$ cat config.mk
export PLATFORM = sky130hd
export DESIGN_NAME = snn_infer_seq
export DESIGN_NICKNAME = d
export VERILOG_FILES = /design/src/rtl/snn_soc_pkg.sv /design/src/rtl/snn_seq_wdt.sv /design/src/rtl/snn_infer_seq.sv
export SDC_FILE = /design/constraint.sdc
export NUM_CORES = 1
export LEC_CHECK = 0
export ABC_AREA = 1
export CAP_MARGIN = 20
export CORE_ASPECT_RATIO = 0.7
export CORE_UTILIZATION = 26
export DETAILED_ROUTE_END_ITERATION = 8
export GPL_ROUTABILITY_DRIVEN = 0
export PLACE_DENSITY = 0.43
export SYNTH_ARGS = -nofsm -noshare
export SYNTH_HDL_FRONTEND = slang
export SYNTH_SLANG_ARGS = --single-unit
$ cat constraint.sdc
create_clock -name clk -period 4.6 [get_ports clk]
set_input_delay 0.69 -clock clk [delete_from_list [all_inputs] [get_ports clk]]
set_output_delay 0.69 -clock clk [all_outputs]
set_load 0.05 [all_outputs]
$ cat src/rtl/snn_soc_pkg.sv
// Shared types and constants for the SNN core control path.
// Latency: n/a (types, constants and a pure helper function only).
// Backpressure: n/a.
//
// Contents:
//   seq_state_e     inference sequencer states
//   PIXEL_BITS      bit-planes per input frame (MSB first)
//   SEQ_WDT_CYCLES  default handshake watchdog limit
//   sat_inc16       saturating 16-bit increment
package snn_soc_pkg;

  localparam int PIXEL_BITS     = 8;
  localparam int SEQ_WDT_CYCLES = 1024;

  typedef enum logic [2:0] {
    IDLE  = 3'd0,
    CLEAR = 3'd1,
    FETCH = 3'd2,
    CIM   = 3'd3,
    ADC   = 3'd4,
    UPD   = 3'd5,
    DONE  = 3'd6
  } seq_state_e;

  function automatic logic [15:0] sat_inc16(input logic [15:0] v);
    return (v == 16'hFFFF) ? v : v + 16'd1;
  endfunction

endpackage

$ cat src/rtl/snn_seq_wdt.sv
// Handshake watchdog: counts cycles spent in the sequencer's current state.
// Latency: expire is combinational from the count, asserted in the CYCLES-th cycle of a state.
// Backpressure: none; free-running, restarted by any state change.
//
// Ports:
//   clk, rst  clock and asynchronous active-high reset
//   state     current sequencer state code
//   expire    high in the CYCLES-th consecutive cycle of the same state
module snn_seq_wdt #(
  parameter int CYCLES = snn_soc_pkg::SEQ_WDT_CYCLES
) (
  input  logic       clk,
  input  logic       rst,
  input  logic [2:0] state,
  output logic       expire
);
  import snn_soc_pkg::*;

  localparam int CW = $clog2(CYCLES + 1);

  logic [CW-1:0] cnt;
  logic [2:0]    prev_state;
  logic          load;

  // A state change is the only way into a wait state, so comparing against the
  // previous state marks its first cycle without any help from the FSM.
  assign load   = (state != prev_state);
  assign expire = !load && (cnt == CW'(CYCLES - 1));

  always_ff @(posedge clk or posedge rst) begin
    if (rst) begin
      cnt        <= '0;
      prev_state <= IDLE;
    end else begin
      prev_state <= state;
      if (load) begin
        cnt <= CW'(1);
      end else if (!expire) begin
        cnt <= cnt + 1'b1;
      end
    end
  end

endmodule

$ cat src/rtl/snn_infer_seq.sv
// Inference sequencer: frame/bit-plane schedule FIFO pop -> CIM -> ADC -> neuron update.
// Latency: every output registered; one clock edge per state change; idle start to first pop is 3 edges.
// Backpressure: stalls in FETCH on FIFO empty and in CIM/ADC until done; SNN_SEQ_WDT_EN bounds each wait.
//
// Ports:
//   clk, rst                      clock, asynchronous active-high reset
//   start_pulse, soft_reset_pulse one-cycle commands from the register bank
//   timesteps                     frames per inference, captured at start
//   in_fifo_empty / in_fifo_pop   input word FIFO, one pop per frame
//   neuron_clear                  membrane clear at inference start
//   cim_start/cim_bit_idx/cim_done  wordline phase per bit-plane
//   adc_start/adc_done            conversion handshake
//   neuron_update                 integrate/fire strobe per bit-plane
//   snn_busy, snn_done_pulse, timestep_counter  status back to the register bank
//   dbg_wl_stall_cnt              saturating count of FETCH cycles with FIFO empty
//   seq_err                       sticky watchdog error (tied 0 without SNN_SEQ_WDT_EN)
module snn_infer_seq #(
  parameter int PIXEL_BITS = snn_soc_pkg::PIXEL_BITS,
  parameter int WDT_CYCLES = snn_soc_pkg::SEQ_WDT_CYCLES
) (
  input  logic                          clk,
  input  logic                          rst,
  input  logic                          start_pulse,
  input  logic                          soft_reset_pulse,
  input  logic [7:0]                    timesteps,
  input  logic                          in_fifo_empty,
  output logic                          in_fifo_pop,
  output logic                          neuron_clear,
  output logic                          cim_start,
  output logic [$clog2(PIXEL_BITS)-1:0] cim_bit_idx,
  input  logic                          cim_done,
  output logic                          adc_start,
  input  logic                          adc_done,
  output logic                          neuron_update,
  output logic                          snn_busy,
  output logic                          snn_done_pulse,
  output logic [7:0]                    timestep_counter,
  output logic [15:0]                   dbg_wl_stall_cnt,
  output logic                          seq_err
);
  import snn_soc_pkg::*;

  localparam int            BW      = $clog2(PIXEL_BITS);
  localparam logic [BW-1:0] BIT_TOP = BW'(PIXEL_BITS - 1);

  seq_state_e state;
  logic [7:0] ts_lat;

`ifdef SNN_SEQ_WDT_EN
  logic wdt_expire;
  logic seq_err_q;

  snn_seq_wdt #(
    .CYCLES (WDT_CYCLES)
  ) u_wdt (
    .clk    (clk),
    .rst    (rst),
    .state  (state),
    .expire (wdt_expire)
  );

  assign seq_err = seq_err_q;
`else
  assign seq_err = 1'b0;
`endif

  always_ff @(posedge clk or posedge rst) begin
    if (rst) begin
      state            <= IDLE;
      ts_lat           <= '0;
      in_fifo_pop      <= 1'b0;
      neuron_clear     <= 1'b0;
      cim_start        <= 1'b0;
      cim_bit_idx      <= '0;
      adc_start        <= 1'b0;
      neuron_update    <= 1'b0;
      snn_busy         <= 1'b0;
      snn_done_pulse   <= 1'b0;
      timestep_counter <= '0;
      dbg_wl_stall_cnt <= '0;
`ifdef SNN_SEQ_WDT_EN
      seq_err_q        <= 1'b0;
`endif
    end else begin
      // Strobes are single-cycle: low unless the transition below raises them.
      in_fifo_pop    <= 1'b0;
      neuron_clear   <= 1'b0;
      cim_start      <= 1'b0;
      adc_start      <= 1'b0;
      neuron_update  <= 1'b0;
      snn_done_pulse <= 1'b0;

      if (soft_reset_pulse) begin
        // Abort wins over start and over any handshake seen this cycle.
        state    <= IDLE;
        snn_busy <= 1'b0;
`ifdef SNN_SEQ_WDT_EN
        seq_err_q <= 1'b0;
`endif
      end else begin
        case (state)
          IDLE: begin
            if (start_pulse) begin
              ts_lat           <= timesteps;
              timestep_counter <= '0;
              dbg_wl_stall_cnt <= '0;
              snn_busy         <= 1'b1;
`ifdef SNN_SEQ_WDT_EN
              seq_err_q        <= 1'b0;
`endif
              if (timesteps == 8'd0) begin
                state          <= DONE;
                snn_done_pulse <= 1'b1;
              end else begin
                state        <= CLEAR;
                neuron_clear <= 1'b1;
              end
            end
          end

          CLEAR: begin
            state            <= FETCH;
            timestep_counter <= '0;
            cim_bit_idx      <= BIT_TOP;
          end

          FETCH: begin
            if (!in_fifo_empty) begin
              in_fifo_pop <= 1'b1;
              cim_start   <= 1'b1;
              state       <= CIM;
            end else begin
              dbg_wl_stall_cnt <= sat_inc16(dbg_wl_stall_cnt);
`ifdef SNN_SEQ_WDT_EN
              if (wdt_expire) begin
                state     <= IDLE;
                snn_busy  <= 1'b0;
                seq_err_q <= 1'b1;
              end
`endif
            end
          end

          CIM: begin
            // cim_done is looked at only here, so a stray pulse elsewhere is lost.
            if (cim_done) begin
              adc_start <= 1'b1;
              state     <= ADC;
            end
`ifdef SNN_SEQ_WDT_EN
            else if (wdt_expire) begin
              state     <= IDLE;
              snn_busy  <= 1'b0;
              seq_err_q <= 1'b1;
            end
`endif
          end

          ADC: begin
            if (adc_done) begin
              neuron_update <= 1'b1;
              state         <= UPD;
            end
`ifdef SNN_SEQ_WDT_EN
            else if (wdt_expire) begin
              state     <= IDLE;
              snn_busy  <= 1'b0;
              seq_err_q <= 1'b1;
            end
`endif
          end

          UPD: begin
            if (cim_bit_idx != '0) begin
              // Next bit-plane of the same input word: no pop.
              cim_bit_idx <= cim_bit_idx - 1'b1;
              cim_start   <= 1'b1;
              state       <= CIM;
            end else if (({1'b0, timestep_counter} + 9'd1) < {1'b0, ts_lat}) begin
              timestep_counter <= timestep_counter + 8'd1;
              cim_bit_idx      <= BIT_TOP;
              state            <= FETCH;
            end else begin
              snn_done_pulse <= 1'b1;
              state          <= DONE;
            end
          end

          DONE: begin
            state    <= IDLE;
            snn_busy <= 1'b0;
          end

          default: begin
            state    <= IDLE;
            snn_busy <= 1'b0;
          end
        endcase
      end
    end
  end

endmodule
==> qor.txt, run 1 <==
final setup vio count -> 0
Clk pwr share -> 24.3%
Leakage -> 1.70 nW
# hold bufs at CTS -> 0
share of the synthesized area in the top cell type -> 40.6%
worst rel slew slack -> 64.4%
Mapped Nets -> 408
Max-Cap Viols -> 0
DR vias/cell -> 4.30
Max Clk Rate -> 409 MHz
Initial Util -> 26.8%
CTS tree -> yes
leading area contributor after synthesis -> dfrtp_1
Slew @ Worst Pin -> 0.533 ns
crit path DAT -> 2.61 ns
# Post-CTS Setup Buffers -> 0
Worst Path Max Fanout -> 16
Sw Pwr -> 0.618 mW
clock skew -> 0.00652 ns
most common cell after layout, fill and taps aside -> nand2_1
Avg Cell Area, Syn -> 7.25 sq um
drt drc -> 1
first-pass GRT wire length -> 11600 um
min-delay worst type -> register to register
clock latency on the worst-skew pair -> 0.29 ns
GR Overflow Total -> 0
Synth warnings -> 0
outcome -> finished, violations left
Placement Cell Area -> 3370 sq um
CP endpoint kind -> register
Yosys reg bits -> 45
number of gates resized after CTS -> 0
total number of vias -> 2419
Root Driver -> clkbuf_16
worst path required time -> 4.77 ns
Sw Share -> 41.9%
final antenna-violating net count -> 0
pin count of the biggest net entering global routing -> 46
Netlist Area Pre-Place -> 2770 sq um
CTS buffer count -> 5
Comb power frac -> 39.7%
Max H-tree Level -> 2
antenna violations before repair -> 0
I/O Buffers -> 48
most frequent cells in the layout -> nand2_1 (133), clkdlybuf4s50_1 (48), inv_1 (47)
power per cell area -> 418 nW/um^2
Internal -> 0.858 mW
I/O Pins -> 50
DRT Pass-1 Iters -> 7
top cells by area, synth -> dfrtp_1 (41%), nand2_1 (18%), inv_1 (6.5%), nor2_1 (5.7%), ha_1 (5.0%)
Final min period -> 2.45 ns
Nets -> 457
GR peak layer -> met1
post-layout instance area -> 3530 sq um
die width -> 125 um
clock sink count -> 45
Flop pwr share -> 36.0%
startpoint class of the critical path -> register
Area Growth Syn to Fin -> 27.4%
setup TNS -> 0 ns
Fin. Hold Viols -> 0
Max Root-Sink Buffers -> 2
post-synthesis instance total -> 382
Core ar. -> 10400 sq um
die area -> 11100 sq um
Peak supply drop -> 317 uV
violated checks -> design-rule violations
number of global-route vias before repair -> 2254
M2 GR Usage -> 18.1%
period utilization -> 53.2%
register area share after synthesis -> 40.6%
routed wire length -> 6950 um
Design Power -> 1.48 mW
total track usage -> 13.5%
Slew Limit Fails -> 0
Min Hold Slack -> 0.482 ns
post-DP HPWL -> 5240 um
Clock Pin Slew Worst Setup and Hold Paths -> 0.06 ns
RSZ-0062 raised after global routing -> no
Site Rows -> 31
drt wl/cell -> 12.3 um
kind of critical path -> register to register
Cell variety after synth -> 28
layout cell share with drive strength beyond 1 -> 7.66%
Die H -> 88.4 um
antenna cells -> 0
DR iter-0 viols -> 193
met3 Use GR -> 3.26%
GR Util met1 -> 20.8%
final cells by class:
type | count | area, sq um
Clock buffer | 7 | 143
Fill cell | 1088 | 6830
Inverter | 52 | 195
Multi-Input combinational cell | 278 | 1400
Sequential cell | 45 | 1130
Tap cell | 132 | 165
Timing Repair Buffer | 49 | 500
flip-flops by register name, indices dropped and copies added (netlist names), 3 cells and up:
register,flops
cim_bit_idx,3
dbg_wl_stall_cnt,16
ts_lat,8
state,3
timestep_counter,8
critical path: stages (launching register included):
cell	delay, ns
dfrtp_1	0.44
ha_1	0.21
nand3_1	0.12
nor2_1	0.17
xor2_1	0.23
ha_1	0.26
nand2_1	0.08
inv_1	0.04
a21oi_1	0.11
nand2_1	0.06
inv_1	0.04
nand2_1	0.07
nand2_1	0.07
nand2_2	0.21
nand2_1	0.15
o21ai_2	0.06
metrics by stage:
stage	setup WS, ns	util, %	cells
after floorplan	2.04	-	382
after global placement	1.91	32.5	555
after detailed placement	1.97	32.5	555
after CTS	2.14	33.9	562
after global routing	1.85	34.1	563
final	2.15	34.1	563
worst paths after layout:
| check | startpoint | end | slack, ns | depth (start not counted) |
|---|---|---|---|---|
| hold / removal | ts_lat[1] | ts_lat[1] | 0.48 | 2 |
| max in group asynchronous | rst | dbg_wl_stall_cnt[14] | 3.49 | 3 |
| min in group asynchronous | rst | timestep_counter[3] | 0.64 | 2 |
| hold reg to reg | ts_lat[1] | ts_lat[1] | 0.48 | 2 |
| setup / recovery | timestep_counter[0] | timestep_counter[2] | 2.15 | 15 |
| setup reg to reg | timestep_counter[0] | timestep_counter[2] | 2.15 | 15 |
Yosys cell counts:
cell type    n
o21ai_2      6
nand3_1     23
nand2_2      4
or2_2        1
o21bai_1     1
o21ai_0     12
o21ai_1      7
inv_2        4
ha_1        11
nor2_1      42
conb_1       1
inv_1       48
xnor2_1      4
nor2_4       4
xor2_1      12
nor2_2       2
a21o_1       1
nand3_2      2
buf_4        4
nor3_1       2
nand2_1    133
o211ai_1     1
a21oi_1      4
nor3_2       2
clkbuf_1     2
dfrtp_1     45
buf_6        1
nand4_1      3
power by group through the flow:
stage | clock [mW] | sequential, mW | combinational (mW)
floorplan | 0 | 0.617 | 0.357
global placement | 0 | 0.539 | 0.595
detailed placement | 0 | 0.539 | 0.588
CTS | 0.371 | 0.533 | 0.592
global route | 0.387 | 0.543 | 0.665
finish | 0.359 | 0.531 | 0.586
cell families (layout without fill, tap and decap cells):
| kind of cell | after synthesis | count (layout) | synth area share (%) |
|---|---|---|---|
| simple gates | 218 | 218 | 33.5 |
| xor+xnor | 16 | 16 | 5.06 |
| buf+inv | 59 | 108 | 8.80 |
| other cells | 1 | 1 | 0.135 |
| fa+ha+maj | 11 | 11 | 4.97 |
| compound gates | 32 | 32 | 6.86 |
| flops | 45 | 45 | 40.6 |
metal layers:
metal	vias up	part of all wire, %
met5	-	0
met4	0	0.82
met3	5	4.3
met2	42	37
met1	1095	58
li1	1277	-
No activity file was read; power rests on OpenSTA's default activity.
==> inputs of run 2 (changes only) <==
Clock period 4.6 ns to 2.5 ns, I/O delays scaled along.
==> run 2 against run 1 <==
  * The run still ends with design-rule violations left
  * Via count grew 0.33%
  * Global-route usage grew 0.27 points
  * Critical path depth up 1
  * Critical endpoint is now timestep_counter[3]
  * Critical path type unchanged
  * Flip-flop and latch count unchanged
  * Die area did not move
  * Final cell count is 0.89% higher
  * Maximum frequency rose by 6.3%
  * Sequential share of layout area is 0.64 points lower
  * Routed wire length up 4.9%
==> qor.txt, run 2 (synthesis results as in run 1) <==
outcome -> finished, violations left
violated checks -> design-rule violations
Min Hold Slack -> 0.426 ns
Max H-tree Level -> 2
period utilization -> 92.1%
Largest regs -> dbg_wl_stall_cnt: 16 flops, timestep_counter: 8 flops, ts_lat: 8 flops
most frequent cells in the layout -> nand2_1 (126), clkdlybuf4s50_1 (48), inv_1 (47)
routed wire length -> 7280 um
DRT Pass-1 Iters -> 6
die area -> 11100 sq um
Core ar. -> 10400 sq um
multi-input logic area -> 1460 sq um
total number of vias -> 2427
fillers -> 1090
drt wl/cell -> 12.8 um
worst rel slew slack -> 63.2%
Leakage -> 1.73 nW
Clock Pin Slew Worst Setup and Hold Paths -> 0.07 ns
# hold bufs at CTS -> 0
I/O Buffers -> 48
drt drc -> 6
Peak supply drop -> 447 uV
Max Clk Rate -> 434 MHz
DR vias/cell -> 4.27
dpl ws -> 0.0797 ns
Slew @ Worst Pin -> 0.551 ns
layout cell share with drive strength beyond 1 -> 11.9%
Area Growth Syn to Fin -> 30.3%
I/O Pins -> 50
CTS tree -> yes
Die H -> 88.4 um
DR iter-0 viols -> 194
antenna violations before repair -> 0
pin count of the biggest net entering global routing -> 27
Fin. Hold Viols -> 0
power per cell area -> 771 nW/um^2
Seq. cell area -> 1130 sq um
crit path DAT -> 2.48 ns
final setup vio count -> 0
antenna cells -> 0
Root Driver -> clkbuf_16
die width -> 125 um
total track usage -> 13.8%
Slew Limit Fails -> 0
Initial Util -> 26.8%
Site Rows -> 31
Crit-path slowest cell -> dfrtp_1
most frequent cell on the critical path -> nand2_1
Worst Path Max Fanout -> 8
Nets -> 461
Biggest register -> dbg_wl_stall_cnt
Max-Cap Viols -> 0
CP endpoint kind -> register
CTS buffer count -> 5
first-pass GRT wire length -> 11800 um
clock skew -> 0.00997 ns
RSZ-0062 raised after global routing -> no
post-DP HPWL -> 5390 um
clock latency on the worst-skew pair -> 0.29 ns
GR Overflow Total -> 0
crit-path cells -> nand3_1 -> nor2_2 -> nand2_1 -> o21ai_0 -> inv_1 -> ha_1 -> nand2_1 -> inv_1 -> a21oi_1 -> nand2_1 -> inv_1 -> nand2_2 -> nand2_4 -> nand2_4 -> nand2_1 -> o21ai_2
clock sink count -> 45
startpoint class of the critical path -> register
Setup WS post-layout -> 0.198 ns
min-delay worst type -> primary input to asynchronous set/reset pin
Max Root-Sink Buffers -> 2
setup TNS -> 0 ns
number of global-route vias before repair -> 2250
Final min period -> 2.30 ns
max reg flops -> 16
worst path required time -> 2.68 ns
final antenna-violating net count -> 0
most common cell after layout, fill and taps aside -> nand2_1
kind of critical path -> register to register
Crit path largest cell delay -> 0.45 ns
fin util -> 34.9%
run 2: path summary, 6_finish.rpt:
path                                     start             endpoint  slack, ns  depth (start not counted)
hold reg to reg                      ts_lat[6]            ts_lat[6]       0.49                          2
min in group clk                     ts_lat[6]            ts_lat[6]       0.49                          2
setup / recovery           timestep_counter[2]  timestep_counter[3]       0.20                         16
hold / removal                             rst  dbg_wl_stall_cnt[0]       0.43                          2
setup reg to reg           timestep_counter[2]  timestep_counter[3]       0.20                         16
max in group asynchronous                  rst  timestep_counter[0]       1.56                          3
run 2: stage by stage:
stage | cell area (sq um) | instances | total power, mW
global route | 3610 | 568 | 3.02
global placement | 3410 | 558 | 2.10
floorplan | 2770 | 382 | 1.79
detailed placement | 3410 | 558 | 2.10
CTS | 3540 | 566 | 2.78
finish | 3610 | 568 | 2.78
run 2: final cells by class:
class / count / area share [%]
inverter: 52 / 5.41
timing repair buffer: 52 / 14.5
sequential: 45 / 31.3
tap: 132 / 4.57
multi-input combinational: 279 / 40.4
clock buffer: 6 / 3.57
clock inverter: 2 / 0.277
run 2: where the power goes:
group          total (mW)  internal (mW)  switching [mW]
sequential          0.980          0.857           0.124
clock               0.658          0.368           0.290
combinational        1.15          0.360           0.786
total                2.78           1.59            1.20
run 2: metal layers:
layer  share of wire (%)  up-vias  GRT usage [%]
met5                   0        -              0
met3                 3.4        4           3.33
met4                0.74        0           2.66
li1                    -     1277              -
met1                  59     1114           21.6
met2                  36       32           18.6
run 2: repair_timing:
item,4_1_cts,5_1_grt
setup endpoints to repair,0,12
resized for setup,0,15
setup buffers,0,1
endpoints found under the hold margin,0,0
run 2: worst max-delay path: cells and delay by family, from the launching register on:
| kind | cells | cell delay [ns] |
|---|---|---|
| AOI/OAI and AO/OA | 3 | 0.31 |
| adders and majority gates | 1 | 0.29 |
| buffers and inverters | 3 | 0.18 |
| DFF | 1 | 0.45 |
| and+or+nand+nor | 9 | 0.96 |
